File: src/rtl/mem_bank_arb.sv
// Two-requester (fetch / memory-access) arbiter onto two address-interleaved memory banks.
// Optional fetch anti-starvation override compiled in with MEM_BANK_ARB_STARVE_EN.
`ifndef SIZE_ADDR
`define SIZE_ADDR 32
`endif
`ifndef SIZE_DATA
`define SIZE_DATA 32
`endif

module mem_bank_arb #(
    parameter int STARVE_MAX = 3
) (
    input  logic                  iw_clk,
    input  logic                  iw_rst,
    input  logic                  iw_if_req,
    input  logic [`SIZE_ADDR-1:0] iw_if_addr,
    output logic                  ow_if_gnt,
    output logic                  ow_if_rvalid,
    output logic [`SIZE_DATA-1:0] ow_if_rdata,
    input  logic                  iw_ma_req,
    input  logic                  iw_ma_we,
    input  logic [`SIZE_ADDR-1:0] iw_ma_addr,
    input  logic [`SIZE_DATA-1:0] iw_ma_wdata,
    output logic                  ow_ma_gnt,
    output logic                  ow_ma_rvalid,
    output logic [`SIZE_DATA-1:0] ow_ma_rdata,
    output logic                  ow_mem_en    [0:1],
    output logic                  ow_mem_we    [0:1],
    output logic [`SIZE_ADDR-1:0] ow_mem_addr  [0:1],
    output logic [`SIZE_DATA-1:0] ow_mem_wdata [0:1],
    input  logic [`SIZE_DATA-1:0] iw_mem_rdata [0:1]
);

    logic if_bank;
    logic ma_bank;
    logic conflict;
    logic if_wins;

    logic if_rvalid_q, if_rvalid_d;
    logic if_bank_q,   if_bank_d;
    logic ma_rvalid_q, ma_rvalid_d;
    logic ma_bank_q,   ma_bank_d;

    assign if_bank  = iw_if_addr[0];
    assign ma_bank  = iw_ma_addr[0];
    assign conflict = iw_if_req && iw_ma_req && (if_bank == ma_bank);

`ifdef MEM_BANK_ARB_STARVE_EN
    localparam int WAIT_W = (STARVE_MAX < 1) ? 1 : $clog2(STARVE_MAX + 1);
    localparam logic [WAIT_W-1:0] WAIT_MAX = WAIT_W'(STARVE_MAX);

    logic [WAIT_W-1:0] r_if_wait_q, r_if_wait_d;

    assign if_wins = conflict && (r_if_wait_q == WAIT_MAX);

    // Count consecutive cycles the fetch request is held but not accepted.
    always_comb begin
        r_if_wait_d = r_if_wait_q;
        if (!iw_if_req || ow_if_gnt) begin
            r_if_wait_d = '0;
        end else if (r_if_wait_q != WAIT_MAX) begin
            r_if_wait_d = r_if_wait_q + 1'b1;
        end
    end

    always_ff @(posedge iw_clk) begin
        if (iw_rst) begin
            r_if_wait_q <= '0;
        end else begin
            r_if_wait_q <= r_if_wait_d;
        end
    end
`else
    assign if_wins = 1'b0;
`endif

    assign ow_if_gnt = !iw_rst && iw_if_req && (!conflict || if_wins);
    assign ow_ma_gnt = !iw_rst && iw_ma_req && (!conflict || !if_wins);

    // Both grants only coexist on different banks, so the two writes never overlap.
    always_comb begin
        for (int b = 0; b < 2; b++) begin
            ow_mem_en[b]    = 1'b0;
            ow_mem_we[b]    = 1'b0;
            ow_mem_addr[b]  = '0;
            ow_mem_wdata[b] = '0;
        end
        if (ow_if_gnt) begin
            ow_mem_en[if_bank]   = 1'b1;
            ow_mem_addr[if_bank] = iw_if_addr;
        end
        if (ow_ma_gnt) begin
            ow_mem_en[ma_bank]    = 1'b1;
            ow_mem_we[ma_bank]    = iw_ma_we;
            ow_mem_addr[ma_bank]  = iw_ma_addr;
            ow_mem_wdata[ma_bank] = iw_ma_wdata;
        end
    end

    always_comb begin
        if_rvalid_d = ow_if_gnt;
        if_bank_d   = ow_if_gnt ? if_bank : 1'b0;
        ma_rvalid_d = ow_ma_gnt && !iw_ma_we;
        ma_bank_d   = ma_rvalid_d ? ma_bank : 1'b0;
    end

    always_ff @(posedge iw_clk) begin
        if (iw_rst) begin
            if_rvalid_q <= 1'b0;
            if_bank_q   <= 1'b0;
            ma_rvalid_q <= 1'b0;
            ma_bank_q   <= 1'b0;
        end else begin
            if_rvalid_q <= if_rvalid_d;
            if_bank_q   <= if_bank_d;
            ma_rvalid_q <= ma_rvalid_d;
            ma_bank_q   <= ma_bank_d;
        end
    end

    // Responses still in flight when reset rises are hidden for the reset cycle.
    assign ow_if_rvalid = if_rvalid_q && !iw_rst;
    assign ow_ma_rvalid = ma_rvalid_q && !iw_rst;
    assign ow_if_rdata  = ow_if_rvalid ? iw_mem_rdata[if_bank_q] : '0;
    assign ow_ma_rdata  = ow_ma_rvalid ? iw_mem_rdata[ma_bank_q] : '0;

endmodule

File: config.mk
export PLATFORM = sky130hd
export DESIGN_NAME = mem_bank_arb
export DESIGN_NICKNAME = d
export VERILOG_FILES = /design/src/rtl/mem_bank_arb.sv
export SDC_FILE = /design/constraint.sdc
export NUM_CORES = 1
export LEC_CHECK = 0
export BUFFER_PORTS_ARGS = -buffer_cell sky130_fd_sc_hd__buf_2
export CORE_AREA = 2 2 141 143
export DETAILED_ROUTE_END_ITERATION = 8
export DIE_AREA = 0 0 143 145
export PLACE_DENSITY = 0.53
export RECOVER_POWER = 100
export SYNTH_ARGS = -nofsm -noshare
export SYNTH_HDL_FRONTEND = slang
export SYNTH_SLANG_ARGS = --single-unit
File: constraint.sdc
create_clock -name iw_clk -period 2.1 [get_ports iw_clk]
set_clock_uncertainty 0.15 [all_clocks]
set_input_delay 0 -clock iw_clk [delete_from_list [all_inputs] [get_ports iw_clk]]
set_output_delay 0 -clock iw_clk [all_outputs]
set_load 0.005 [all_outputs]
# ---- Word level (Yosys, flattened, before mapping)
# Cells that the tools add are included.
dict set report op_classes {
  magnitude_cmp 6
  eq_ne 1
  muxes 23
  n_bitwise 10
  reduce_logical 15
}
# operator count
set ops {}
lappend ops {{32-bit 2-to-1 mux} 10}
lappend ops {{64-bit 2-to-1 mux} 3}
lappend ops {{64-bit AND} 2}
lappend ops {{64-bit bitwise mux} 1}
lappend ops {{32-bit demux with 1-bit select} 2}
lappend ops {{1-bit logical AND} 10}
lappend ops {{2-bit greater-or-equal comparator (second input constant)} 4}
lappend ops {{1-bit NOT with 2-bit output} 4}
lappend ops {{2-bit 2-to-1 mux} 3}
lappend ops {{2-bit by 1-bit less-than comparator with 1-bit output (second input constant)} 2}
lappend ops {{2-bit OR reduction} 2}
lappend ops {{1-bit logical NOT} 3}
lappend ops {{2-bit AND} 1}
lappend ops {{1-bit demux with 1-bit select} 2}
lappend ops {{1-bit 2-to-1 mux} 2}
lappend ops {{1-bit NOT} 2}
lappend ops {{2-bit OR} 1}
lappend ops {{1-bit == test} 1}
dict set report word_totals {
  regBits 4
  in_bits 165
  out_inout_bits 200
}

# ---- Depth between registers and ports, before layout
# Gate-level depths: netlist (run 1).
dict set report logic_depth {
  ltp_word 9
  depth_mapped 5
  ltp_nobuf 2
}

# ---- Least setup slack after synthesis (run 1)
# No wires, ideal clock.
dict set report synth_path {
  path_kind {flip-flop to output port}
  startpoint {register if_bank_q}
  endpoint {output port ow_if_rdata[10]}
  arrival_ns 0.933
  required_time_ns 1.950
  path_slack_ns 1.017
  path_stages_with_launch 5
  path_cell_list {dfxtp_1 > buf_2 > buf_2 > mux2i_1 > nor2_1}
}
dict set report synth_between {
  elab_chain_len 5
}
# element line_no
set synth_lines {}
lappend synth_lines {{from (decl)} 40} ;# logic if_bank_q, if_bank_d;
lappend synth_lines {{from (signal assigned)} 115} ;# if_bank_q <= if_bank_d;
lappend synth_lines {{1-bit NOT with 2-bit output (implied by the code)} 124} ;# assign ow_if_rdata = ow_if_rvalid ? iw_mem_rdata[if_bank_q] : '0;
lappend synth_lines {{32-bit 2-to-1 mux (implied by the code) (3 in a row)} 124}
lappend synth_lines {{32-bit 2-to-1 mux} 124}
lappend synth_lines {{to (decl)} 19} ;# output logic [`SIZE_DATA-1:0] ow_if_rdata,
# No other way between the ends. The select of a mux whose other input is x is not followed.

# ---- Worst setup path in the final report (run 1)
dict set report layout_path {
  startpoint {register if_bank_q}
  endpoint {output port ow_if_rdata[27]}
}
# Same word-level chain as after synthesis.

==> results of run 1 <==
worst max-delay path by stage:
stage,startpoint,end,slack [ns],depth (start not counted)
after floorplan,if_bank_q,ow_if_rdata[10],1.02,4
after global placement,iw_rst,ow_mem_wdata[15],0.50,5
after detailed placement,iw_rst,ow_mem_wdata[12],0.44,5
after CTS,if_bank_q,ow_if_rdata[27],0.36,4
after global routing,iw_rst,ow_mem_wdata[6],0.16,5
final,if_bank_q,ow_if_rdata[27],0.24,4
layout make-up:
cell class / count / share of cell area, %
inverter: 2 / 0.162
timing repair buffer: 388 / 39.9
clock buffer: 3 / 1.62
sequential: 4 / 1.79
tap: 265 / 7.18
multi-input combinational: 306 / 49.4
layout by cell type, fill, tap and decap left out, types with 2 or more instances in the layout:
master	synthesis	layout
clkbuf_2	0	15
and2_0	1	6
buf_12	0	2
dfxtp_2	0	2
a32o_1	31	31
and2_1	66	61
clkbuf_1	12	122
nor2_1	65	65
dfxtp_1	4	2
o2bb2ai_1	31	31
buf_2	24	239
nor2b_1	3	3
a21oi_1	2	2
nand2b_1	4	4
clkbuf_16	0	3
buf_4	3	8
inv_1	2	2
mux2i_1	64	64
nand4b_1	31	31
sequential cells by signal, summed over array words and instances, names as in the netlist:
name and cells:
ma_bank_q 1, if_bank_q 1, ma_rvalid_q 1, if_rvalid_q 1
cell families (layout without fill, tap and decap cells):
group | Yosys count | count (layout) | synth area share [%]
AOI/OAI and AO/OA | 65 | 65 | 22.0
DFF | 4 | 4 | 2.94
other | 1 | 1 | 0.137
xor gates and xnor gates | 1 | 1 | 0.321
and+or+nand+nor | 175 | 175 | 38.1
buffers and inverters | 56 | 393 | 13.1
muxes | 64 | 64 | 23.5
power by group through the flow:
stage / logic [mW] / registers (mW) / clock network (mW)
after floorplan: 0.319 / 0.0812 / 0
final: 0.646 / 0.0894 / 0.293
after global placement: 0.669 / 0.0911 / 0
after global routing: 0.706 / 0.0903 / 0.304
after CTS: 0.675 / 0.0898 / 0.299
after detailed placement: 0.670 / 0.0910 / 0
what timing repair did:
item | 4_1_cts | 5_1_grt
endpoints found under the setup margin | 0 | 0
hold endpoints to repair | 2 | 0
hold buffers | 1 | 0
through the flow:
| step | hold slack [ns] | instance area, um2 | instances | util [%] | worst slack (ns) |
|---|---|---|---|---|---|
| floorplan | -0.0987 | 2730 | 366 | - | 1.02 |
| global placement | 0.0674 | 4740 | 964 | 24.7 | 0.498 |
| detailed placement | 0.0685 | 4740 | 964 | 24.7 | 0.444 |
| CTS | 0.0920 | 4820 | 968 | 25.1 | 0.363 |
| global route | 0.0879 | 4620 | 968 | 24.1 | 0.158 |
| finish | 0.0334 | 4620 | 968 | 24.1 | 0.238 |
layer usage:
metal,GRT usage [%],vias to the layer above
li1,-,2015
met1,12.9,1901
met2,23.7,223
met3,1.78,20
met4,2.77,0
met5,0,-
==> flow_summary.yaml, run 1 <==
global_route:
  grt_pass1_wl_um: 20000
  grt.total_usage_pct: 11.9
  antenna_found_initial: 0
  grt_max_degree: 49
  overflow: 0
  grt_pass1_vias: 3858
power:
  p_comb_share_pct: 62.8
  p_sw_share_pct: 38.3
  p_int_mw: 0.634
  switchingPower_mw: 0.393
  total_power_mw: 1.03
  leakage_nw: 2.05
  p_seq_share_pct: 8.7
  power_density_nw_per_um2: 222
  power_frac_clock_pct: 28.5
  ir_drop_mv: 0.250
route:
  first_pass_iters: 4
  vias: 4159
  wl_per_cell_um: 14.6
  drc: 0
  viasPerCell: 4.30
  drtAntennaViolNets: 0
  m1WireLength_um: 5490
  wl_met3_um: 1100
  wl_met2_um: 7300
  maxUsedRoutingLayer: "met4"
  wl_um: 14100
  first_iter_violations: 143
min_path:
  holdPathEnd: "if_rvalid_q"
  min_delay_path_depth: 2
  min_from: "iw_ma_req"
  worstHoldPathType: "in -> reg"
worst_setup_path:
  cp_data_arrival_time_ns: 1.71
  cp_slowest_cell: "dfxtp_2"
  path_cells: "clkbuf_1, mux2i_1, nor2_1, clkbuf_1"
  crit_path_frequent_cell: "clkbuf_1"
  crit_required_ns: 1.95
  cp-end-kind: "output port"
  critPathKind: "reg -> out"
  path_delay_family: "flip-flops"
  crit_buf_inv: 2
  start_kind: "flip-flop"
  slowest_delay_ns: 0.64
  cp_max_fo: 16
clock_tree:
  cts_buffers: 3
  cts_root_buf: "clkbuf_16"
  post_cts_buffers: 0
  cts_tree: "yes"
  clock_path_buffers: 2
  cts-htree-levels: 1
  cts_sinks: 4
  cts_resized: 0
  path_clk_slew_ns: 0.03
yosys:
  ys_ff_latch: 4
  synth_common_cells: "and2_1 (66), nor2_1 (65), mux2i_1 (64)"
  synth_enable_flop_cells: 0
  syn_area_um2: 2730
  syn_avg_cell_area_um2: 7.45
  ys_types: 24
  yosys_most_used_dff: "dfxtp_1"
  async_flop_share_pct: 0
  syn_nets: 531
  synth_most_common_cell: "and2_1"
  yosysTopAreaCell: "mux2i_1"
  ys_seq_area_share_pct: 2.94
  yosys-top-cells-area: "mux2i_1 (23%), and2_1 (15%), a32o_1 (11%)"
  netlist.area_leader.share_pct: 23.5
  synthCells: 366
  yosys_warnings: 0
timing:
  period_share_pct: 88.7
  max_slew.worst_pin.slew_ns: 0.989
  setup_viol: 0
  fmax_mhz: 537
  min_period_ns: 1.86
  finalSetupTns_ns: 0
  rsz0062_at_grt: "no"
  hold_viol_final: 0
  drv_slew: 0
  slew_headroom_pct: 34.1
outcome:
  outcome: "complete, no violations"
die:
  rows: 51
  die_area_um2: 20700
  boundaryPins: 365
  die_w_um: 143
  initial_core_util_pct: 14.2
  core_um2: 19200
  die_height_um: 145
placed_design:
  numPortBuffers: 363
  dp_hpwl_um: 11500
  gp_congestion: 0.830
layout:
  fill_cells: 2194
  antennaDiodeCount: 0
  seqCellArea_um2: 82.6
  multi_input_area_um2: 2280
  final_layout_size_suffix_gt1_share_pct: 38.7
  syn_to_final_growth_pct: 69.4
  nNetsFinal: 870
flow_run:
  cap_violations: 0
Note: power is estimated with default switching activity, not from simulation.
==> run 2, diff against run 1 <==
GPL_TIMING_DRIVEN = 0   (was not set)
SETUP_SLACK_MARGIN = 0.3   (was not set)
==> flow_summary.yaml, run 2 (same netlist as run 1, synthesis figures left out) <==
clock_tree:
  cts_root_buf: "clkbuf_16"
  cts_tree: "yes"
  path_clk_slew_ns: 0.03
  cts-htree-levels: 1
  post_cts_buffers: 0
  clock_path_buffers: 2
  cts_buffers: 3
  cts_sinks: 4
timing:
  rsz0062_at_grt: "no"
  hold_viol_final: 0
  max_slew.worst_pin.slew_ns: 0.898
  hold_ws_ns: 0.00866
  period_share_pct: 85.9
  setup_viol: 0
  finalSetupTns_ns: 0
  fmax_mhz: 555
  slew_headroom_pct: 40.1
  min_period_ns: 1.80
  drv_slew: 0
worst_setup_path:
  path_delay_family: "buffers and inverters"
  cp_data_arrival_time_ns: 1.65
  slowest_delay_ns: 0.68
  critPathKind: "in -> out"
  cp-end-kind: "output port"
  crit_path_frequent_cell: "buf_2"
  crit_buf_inv: 4
  crit_end: "ow_mem_wdata[18]"
  cp_slowest_cell: "clkbuf_1"
  path_cells: "buf_2, and3b_1, clkbuf_1, buf_6, and2_0, buf_2"
  crit_start: "iw_ma_addr[0]"
  critical_path_depth: 6
  crit_required_ns: 1.95
  cp_max_fo: 10
  start_kind: "input port"
placed_design:
  gp_congestion: 0.815
  numPortBuffers: 361
  dp_hpwl_um: 13100
power:
  p_comb_share_pct: 64.8
  switchingPower_mw: 0.417
  ir_drop_mv: 0.143
  total_power_mw: 1.07
  p_int_mw: 0.655
  power_frac_clock_pct: 27.6
  leakage_nw: 2.17
  p_sw_share_pct: 38.9
  p_seq_share_pct: 7.5
  power_density_nw_per_um2: 223
global_route:
  grt_pass1_vias: 4062
  grt.total_usage_pct: 13.5
  antenna_found_initial: 0
  grt_max_degree: 11
  grt_pass1_wl_um: 22500
  overflow: 0
layout:
  layout_common_cells: "buf_2 (253), clkbuf_1 (121), nor2_1 (65)"
  nNetsFinal: 899
  antennaDiodeCount: 0
  mostFrequentLayoutCell: "buf_2"
  syn_to_final_growth_pct: 76.2
  fin_util_pct: 25.0
  final_layout_size_suffix_gt1_share_pct: 40.6
route:
  viasPerCell: 4.26
  drc: 0
  wl_per_cell_um: 15.8
  drtAntennaViolNets: 0
  first_pass_iters: 4
  first_iter_violations: 211
  wl_um: 15700
  vias: 4251
die:
  boundaryPins: 365
  initial_core_util_pct: 14.2
  die_w_um: 143
  rows: 51
  die_height_um: 145
  die_area_um2: 20700
  core_um2: 19200
outcome:
  outcome: "complete, no violations"
flow_run:
  cap_violations: 0
min_path:
  worstHoldPathType: "in -> reg"
[run 2: changes by cell type in the layout (fill, tap and decap cells not counted), moves of 2 or more]
| cell | before | now |
|---|---|---|
| buf_1 | 1 | 3 |
| dfxtp_1 | 2 | 4 |
| buf_4 | 8 | 2 |
| buf_6 | 0 | 12 |
| dfxtp_2 | 2 | 0 |
| and2_1 | 61 | 45 |
| buf_12 | 2 | 0 |
| clkbuf_2 | 15 | 24 |
| and2_0 | 6 | 22 |
| buf_2 | 239 | 253 |
[run 2: power by group through the flow]
| stage | combinational (mW) | clock [mW] | sequential [mW] |
|---|---|---|---|
| after floorplan | 0.319 | 0 | 0.0812 |
| after global placement | 0.711 | 0 | 0.0815 |
| after detailed placement | 0.711 | 0 | 0.0816 |
| after CTS | 0.717 | 0.306 | 0.0805 |
| after global routing | 0.758 | 0.312 | 0.0810 |
| final | 0.695 | 0.296 | 0.0805 |
[run 2: per-layer routing]
layer,vias to the layer above,GRT usage [%],share of wire [%]
li1,2072,-,-
met1,1946,15.8,41
met2,224,25.7,51
met3,9,2.31,7.4
met4,0,2.43,1.0
met5,-,0,0
[run 2: through the flow]
| step | area [um2] | cells | setup slack (ns) |
|---|---|---|---|
| floorplan | 2730 | 366 | 1.02 |
| global placement | 4870 | 992 | 0.438 |
| detailed placement | 4870 | 992 | 0.436 |
| CTS | 4960 | 997 | 0.317 |
| global route | 4810 | 997 | 0.153 |
| finish | 4810 | 997 | 0.297 |
[run 2: tightest hold or removal path: stages]
cell and delay [ns]:
buf_2 0.15, nand2b_1 0.10, a21oi_1 0.07
[run 2: repair_timing]
item                                    CTS  global route
endpoints found under the setup margin    0             2
hold buffers                              2             0
hold endpoints to repair                  3             0
resized for setup                         0             2
[run 2: worst min path at each step]
| stage | startpoint | to | slack, ns | cells past startpoint |
|---|---|---|---|---|
| after detailed placement | iw_ma_we | ma_bank_q | 0.06 | 2 |
| final | iw_if_req | if_rvalid_q | 0.009 | 3 |
| after global routing | iw_if_req | if_rvalid_q | 0.06 | 3 |
| after CTS | iw_if_req | if_rvalid_q | 0.03 | 3 |
| after global placement | iw_ma_we | ma_rvalid_q | 0.06 | 2 |
| after floorplan | iw_ma_req | ow_if_gnt | -0.1 | 1 |
[run 2: area by class of cell]
class	instances	area [um2]
Fill cell	2204	14400
Multi-Input combinational cell	306	2290
Timing Repair Buffer	363	1690
Tap cell	265	332
Buffer	54	330
Sequential cell	4	80.1
Clock buffer	3	75.1
Inverter	2	7.51
